File: config.mk
export PLATFORM = sky130hd
export DESIGN_NAME = pkt_wr_ctrl
export DESIGN_NICKNAME = d
export VERILOG_FILES = /design/src/rtl/pkt_wr_ctrl.sv
export SDC_FILE = /design/constraint.sdc
export NUM_CORES = 1
export LEC_CHECK = 0
export BUFFER_PORTS_ARGS = -buffer_cell sky130_fd_sc_hd__clkbuf_2
export CAP_MARGIN = 20
export CORE_MARGIN = 1
export CORE_UTILIZATION = 40
export CTS_CLUSTER_DIAMETER = 50
export DETAILED_ROUTE_END_ITERATION = 6
export RECOVER_POWER = 50
export SETUP_SLACK_MARGIN = 0.5
export SLEW_MARGIN = 10
export SYNTH_ARGS = -nofsm -noshare
export SYNTH_HDL_FRONTEND = slang
export SYNTH_SLANG_ARGS = --single-unit
File: constraint.sdc
create_clock -name clk -period 5.3 [get_ports clk]
set_input_delay 0.53 -clock clk [delete_from_list [all_inputs] [get_ports clk]]
set_output_delay 0.53 -clock clk [all_outputs]
set_load 0.02 [all_outputs]
File: src/rtl/pkt_wr_ctrl.sv
// pkt_wr_ctrl: Avalon-MM burst write master draining a show-ahead FIFO into
// the byte window [pkt_begin, pkt_end). A burst is launched only once the FIFO
// already holds every word of it, so the slave never sees a mid-burst bubble.
module pkt_wr_ctrl #(
  parameter int unsigned MAX_BURST = 8,
  parameter int unsigned USEDW_W   = 9
) (
  input  logic               clk,
  input  logic               reset,
  input  logic               wr_ctrl,
  input  logic [31:0]        pkt_begin,
  input  logic [31:0]        pkt_end,
  input  logic [31:0]        fifo_out,
  input  logic [USEDW_W-1:0] fifo_usedw,
  output logic               fifo_rdreq,
  output logic               wr_ctrl_rdy,
  output logic               wr_ctrl_done,
  output logic [31:0]        bytes_written,
  output logic [31:0]        address,
  output logic               write,
  output logic [31:0]        writedata,
  output logic [15:0]        burstcount,
  input  logic               waitrequest
);

  typedef enum logic [1:0] {StIdle, StArm, StBurst, StDone} state_e;

  state_e      state_q, state_d;
  logic [31:0] cur_addr_q, cur_addr_d;
  logic [29:0] remaining_q, remaining_d;
  logic [31:0] bytes_q, bytes_d;
  logic [31:0] addr_q, addr_d;
  logic [15:0] bcnt_q, bcnt_d;
  logic [15:0] beat_q, beat_d;

  logic [15:0] len;
  logic        accept;
  logic        last_beat;
  logic [29:0] rem_after;
  logic [29:0] win_words;

  // Byte-lane bits of the window bounds carry no information.
  logic unused_lsbs;
  assign unused_lsbs = ^{pkt_begin[1:0], pkt_end[1:0]};

  // Datapath helpers shared by the next-state logic and the outputs.
  always_comb begin
    len       = (remaining_q < 30'(MAX_BURST)) ? 16'(remaining_q) : 16'(MAX_BURST);
    accept    = (state_q == StBurst) && !waitrequest;
    last_beat = accept && (beat_q == (bcnt_q - 16'd1));
    rem_after = remaining_q - 30'(bcnt_q);
    win_words = pkt_end[31:2] - pkt_begin[31:2];
  end

  // Next-state and register-update logic.
  always_comb begin
    state_d     = state_q;
    cur_addr_d  = cur_addr_q;
    remaining_d = remaining_q;
    bytes_d     = bytes_q;
    addr_d      = addr_q;
    bcnt_d      = bcnt_q;
    beat_d      = beat_q;
    unique case (state_q)
      StIdle: begin
        if (wr_ctrl) begin
          cur_addr_d = {pkt_begin[31:2], 2'b00};
          bytes_d    = 32'd0;
          // Compare word addresses so an empty/inverted window never arms a 0-beat burst.
          if (pkt_end[31:2] <= pkt_begin[31:2]) begin
            remaining_d = 30'd0;
            state_d     = StDone;
          end else begin
            remaining_d = win_words;
            state_d     = StArm;
          end
        end
      end
      StArm: begin
        if (!wr_ctrl) begin
          state_d = StIdle;
        end else if (32'(fifo_usedw) >= 32'(len)) begin
          addr_d  = cur_addr_q;
          bcnt_d  = len;
          beat_d  = 16'd0;
          state_d = StBurst;
        end
      end
      StBurst: begin
        if (accept) begin
          beat_d  = beat_q + 16'd1;
          bytes_d = bytes_q + 32'd4;
        end
        if (last_beat) begin
          cur_addr_d  = cur_addr_q + {14'd0, bcnt_q, 2'b00};
          remaining_d = rem_after;
          if (rem_after == 30'd0) begin
            state_d = StDone;
          end else if (!wr_ctrl) begin
            state_d = StIdle;
          end else begin
            state_d = StArm;
          end
        end
      end
      StDone: begin
        state_d = StIdle;
      end
      default: begin
        state_d = StIdle;
      end
    endcase
  end

  // State and datapath registers with synchronous reset.
  always_ff @(posedge clk) begin
    if (reset) begin
      state_q     <= StIdle;
      cur_addr_q  <= 32'd0;
      remaining_q <= 30'd0;
      bytes_q     <= 32'd0;
      addr_q      <= 32'd0;
      bcnt_q      <= 16'd0;
      beat_q      <= 16'd0;
    end else begin
      state_q     <= state_d;
      cur_addr_q  <= cur_addr_d;
      remaining_q <= remaining_d;
      bytes_q     <= bytes_d;
      addr_q      <= addr_d;
      bcnt_q      <= bcnt_d;
      beat_q      <= beat_d;
    end
  end

  // Outputs decoded from state; the FIFO pop tracks the accepted beat combinationally.
  always_comb begin
    write         = (state_q == StBurst);
    fifo_rdreq    = accept;
    writedata     = fifo_out;
    wr_ctrl_rdy   = (state_q == StIdle);
    wr_ctrl_done  = (state_q == StDone);
    bytes_written = bytes_q;
    address       = addr_q;
    burstcount    = bcnt_q;
  end

endmodule
==> impl_metrics.prom <==
# TYPE chip_impl_metric gauge
chip_impl_info{name="run_status",value="finished, violations left"} 1
chip_impl_info{name="failed_checks",value="capacitance limit, slew limit"} 1
chip_impl_info{name="timing.critical_path.to",value="write"} 1
chip_impl_metric{name="worstSkewPairLatency",unit="ns"} 0.44
chip_impl_metric{name="cts.hold.buffers_added",unit=""} 0
chip_impl_info{name="rsz0062_at_grt",value="false"} 1
chip_impl_info{name="crit_start",value="state_q[0]$_SDFFE_PP0P_"} 1
chip_impl_info{name="sort_of_element_at_the_end_of_the_critical_path",value="primary output"} 1
chip_impl_metric{name="timing.setup.tns",unit="ns"} 0
chip_impl_metric{name="dp_hpwl",unit="mm"} 26.5
chip_impl_metric{name="post_route_cells_drive_above_1_share",unit="%"} 9.02
chip_impl_metric{name="flow.area_growth_from_synthesis",unit="%"} 11.2
chip_impl_metric{name="gr-total-overflow",unit=""} 0
chip_impl_metric{name="irDropWorstVdd",unit="mV"} 0.240
chip_impl_metric{name="cp_max_fo",unit=""} 51
chip_impl_metric{name="antenna_cells_inserted",unit=""} 0
chip_impl_metric{name="power.switching_fraction",unit="%"} 40.0
chip_impl_metric{name="critical_path_s_largest_stage_delay",unit="ns"} 2.01
chip_impl_metric{name="cts-resized-gates",unit=""} 0
chip_impl_metric{name="p_clk_share",unit="%"} 30.6
chip_impl_metric{name="via_count",unit=""} 11393
chip_impl_metric{name="timing.final.setup_violations",unit=""} 0
chip_impl_metric{name="cts.sink_count",unit=""} 154
chip_impl_metric{name="r2r_cells",unit=""} 15
chip_impl_metric{name="post_synth.cell_area_avg",unit="sq um"} 7.48
chip_impl_metric{name="internal_portion_of_total_power",unit="mW"} 2.40
chip_impl_metric{name="power_per_cell_area",unit="nW/um^2"} 311
chip_impl_info{name="r2r_start",value="remaining_q[16]$_SDFFE_PP0P_"} 1
chip_impl_metric{name="wl_per_cell",unit="microns"} 17.3
chip_impl_metric{name="number_of_global_route_vias_before_repair",unit=""} 9910
chip_impl_metric{name="power.switching",unit="mW"} 1.60
chip_impl_metric{name="drt-initial-drc-count",unit=""} 998
chip_impl_metric{name="drv_cap",unit=""} 1
chip_impl_metric{name="fp.dieH",unit="microns"} 172
chip_impl_metric{name="io_buffers",unit=""} 152
chip_impl_metric{name="layout_worst_path_cycle_share",unit="%"} 80.7
chip_impl_info{name="clock_tree.root_cell",value="sky130_fd_sc_hd__clkbuf_16"} 1
chip_impl_metric{name="grt_pass1_wl",unit="mm"} 54.1
chip_impl_metric{name="max-clock-path-buffers",unit=""} 2
chip_impl_metric{name="worst-endpoint-required",unit="ns"} 4.77
chip_impl_metric{name="ys_warn_count",unit=""} 0
chip_impl_metric{name="final-max-slew-violation-count",unit=""} 52
chip_impl_metric{name="post_synth_num_cell_types",unit=""} 84
chip_impl_metric{name="synth-async-reset-ratio",unit="%"} 0
chip_impl_metric{name="row_count",unit=""} 61
chip_impl_metric{name="globalRouteTotalUtil",unit="%"} 23.4
chip_impl_metric{name="avgViaCountPerCell",unit=""} 5.65
chip_impl_metric{name="timing.reg2reg.setup_slack",unit="ns"} 1.26
chip_impl_metric{name="p_comb_share",unit="%"} 36.1
chip_impl_metric{name="ios",unit=""} 225
chip_impl_info{name="criticalPathCategory",value="register to primary output"} 1
chip_impl_metric{name="finalHoldViolCount",unit=""} 0
chip_impl_metric{name="core",unit="sq um"} 28100
chip_impl_metric{name="worst_ep_arrival_time",unit="ns"} 3.75
chip_impl_metric{name="slew_headroom",unit="%"} -87.2
chip_impl_metric{name="h-tree-depth",unit=""} 4
chip_impl_info{name="timing.critical_path.cells",value="inv_1 -> nand2_2 -> inv_2 -> clkbuf_1 -> clkbuf_2"} 1
chip_impl_metric{name="gp_congestion",unit=""} 0.923
chip_impl_metric{name="design.final.nets",unit=""} 1813
chip_impl_metric{name="grt_max_degree",unit=""} 70
chip_impl_metric{name="dpl.cell_count",unit=""} 1986
chip_impl_metric{name="cts_setup_buffers",unit=""} 0
chip_impl_metric{name="initial_antenna_violation_count",unit=""} 0
chip_impl_metric{name="power.static_leakage",unit="nW"} 5.11
chip_impl_metric{name="pwr-share-seq",unit="%"} 33.3
chip_impl_metric{name="final.setup_skew",unit="ns"} 0.0138
chip_impl_metric{name="synth.ff_latch_count",unit=""} 154
chip_impl_metric{name="numCtsBuffers",unit=""} 17
chip_impl_metric{name="timing_worst_slew_pin_value",unit="ns"} 2.81
chip_impl_info{name="reg2reg_to",value="address[12]$_SDFFE_PP0P_"} 1
chip_impl_info{name="holdCritPathClass",value="primary input to register"} 1
chip_impl_metric{name="first_drt_pass_iteration_count",unit=""} 5
chip_impl_metric{name="synthesis.area",unit="sq um"} 11600
chip_impl_metric{name="post-route-drc-count",unit=""} 0
chip_impl_metric{name="final-instance-count-excl-fill",unit=""} 2018
chip_impl_metric{name="clk_transition_reported_paths",unit="ns"} 0.07
chip_impl_metric{name="initial_core_util",unit="%"} 41.2
chip_impl_info{name="nature_of_the_critical_path_startpoint",value="register"} 1
chip_impl_metric{name="synth_edf_count",unit=""} 0
chip_impl_info{name="synth_flop_type",value="sky130_fd_sc_hd__dfxtp_1"} 1
chip_impl_metric{name="achievable_clock_frequency",unit="GHz"} 0.234
chip_impl_metric{name="finalWorstPathRequiredPeriod",unit="ns"} 4.28
chip_impl_metric{name="die_area",unit="sq um"} 29600
chip_impl_info{name="slowest_stage",value="sky130_fd_sc_hd__clkbuf_1"} 1
chip_impl_metric{name="syn-instance-count",unit=""} 1545
chip_impl_metric{name="drt_wl_total",unit="mm"} 34.8
chip_impl_info{name="cts_tree",value="built"} 1
chip_impl_metric{name="fp.dieW",unit="microns"} 172
chip_impl_metric{name="ant_nets",unit=""} 0
chip_impl_metric{name="synth.yosys.seq_area_share",unit="%"} 26.7
chip_impl_metric{name="hold-worst-slack",unit="ns"} 0.379
power groups by stage:
stage                     Sequential, mW  Combinational, mW  Clock, mW
after floorplan                     1.32               1.11          0
after global placement              1.35               1.41          0
after detailed placement            1.36               1.41          0
after CTS                           1.33               1.42       1.25
after global routing                1.34               1.59       1.29
final                               1.33               1.45       1.22
flip-flops by register name (all words and copies together), names as in the netlist:
name,cells
address,30
remaining_q,30
state_q,2
burstcount,16
cur_addr_q,30
bytes_written,30
beat_q,16
worst min path at each step:
stage,end,cells after the start,slack (ns),from
floorplan,address[29]$_SDFFE_PP0P_,2,0.43,cur_addr_q[29]$_SDFFE_PP0P_
global placement,address[17]$_SDFFE_PP0P_,2,0.44,address[17]$_SDFFE_PP0P_
detailed placement,address[16]$_SDFFE_PP0P_,2,0.45,address[16]$_SDFFE_PP0P_
CTS,cur_addr_q[27]$_SDFFE_PP0P_,3,0.36,pkt_begin[27]
global route,cur_addr_q[27]$_SDFFE_PP0P_,3,0.38,pkt_begin[27]
finish,cur_addr_q[27]$_SDFFE_PP0P_,3,0.38,pkt_begin[27]
metal layers:
layer	vias up	part of all wire [%]	GRT usage [%]	wire length (microns)
li1	5665	-	-	-
met5	-	0	0	0
met3	29	6.7	2.82	2330
met1	5293	50	35.5	17400
met4	0	1.6	6.50	572
met2	406	42	34.1	14500
critical path: cells and delay by family, from the launching register on:
kind                   cells  cell delay (ns)
buffers and inverters      4             2.79
AND/OR/NAND/NOR            1             0.09
flip-flops                 1             0.41
cell usage after synthesis, types with 25 or more instances:
cell type	instances	share of area (%)
sky130_fd_sc_hd__nand3_1	41	1.8
sky130_fd_sc_hd__a211oi_1	38	2.5
sky130_fd_sc_hd__nor3_1	45	1.9
sky130_fd_sc_hd__xor2_1	47	3.6
sky130_fd_sc_hd__buf_4	36	2.3
sky130_fd_sc_hd__a21oi_1	118	5.1
sky130_fd_sc_hd__a21o_1	29	1.9
sky130_fd_sc_hd__dfxtp_1	154	27
sky130_fd_sc_hd__a31oi_1	25	1.4
sky130_fd_sc_hd__o21ai_0	56	2.4
sky130_fd_sc_hd__nand4_1	26	1.4
sky130_fd_sc_hd__clkbuf_1	60	1.9
sky130_fd_sc_hd__nor2_1	177	5.7
sky130_fd_sc_hd__nand2_1	181	5.9
sky130_fd_sc_hd__ha_1	74	8.0
sky130_fd_sc_hd__xnor2_1	57	4.3
sky130_fd_sc_hd__inv_1	78	2.5
cells in the final DEF, fill, tap and decap left out, drive strengths merged, types with 39 or more instances in the layout:
| cell type | n |
|---|---|
| a211oi | 39 |
| a21oi | 120 |
| clkbuf | 169 |
| dfxtp | 154 |
| ha | 74 |
| inv | 88 |
| nand2 | 181 |
| nand3 | 41 |
| nor2 | 177 |
| nor3 | 47 |
| o21ai | 59 |
| xnor2 | 57 |
| xor2 | 47 |
cell families after synthesis:
family / share of synthesized area [%]
simple gates: 26.7
compound gates: 21.9
buf+inv: 7.62
flops: 26.7
xor+xnor: 7.88
fa+ha+maj: 8.53
mux: 0.638
other cells: 0.0650
final cells by class:
class / count / area [sq um]
fillers: 2998 / 15200
multi-input cells: 1207 / 7630
flip-flops and latches: 154 / 3080
repair buffers: 168 / 783
well taps: 378 / 473
clock buffers: 17 / 425
inverters: 79 / 297
clock inverters: 15 / 171
metrics by stage:
step	utilization [%]	power [mW]	instance area, sq um	worst slack [ns]
final	45.8	4.00	12900	1.02
after global routing	45.8	4.23	12900	0.735
after CTS	46.2	4.00	13000	1.26
after detailed placement	44.0	2.77	12400	1.27
after global placement	44.0	2.76	12400	1.35
after floorplan	-	2.42	11600	1.78
No activity file was read; power rests on OpenSTA's default activity.
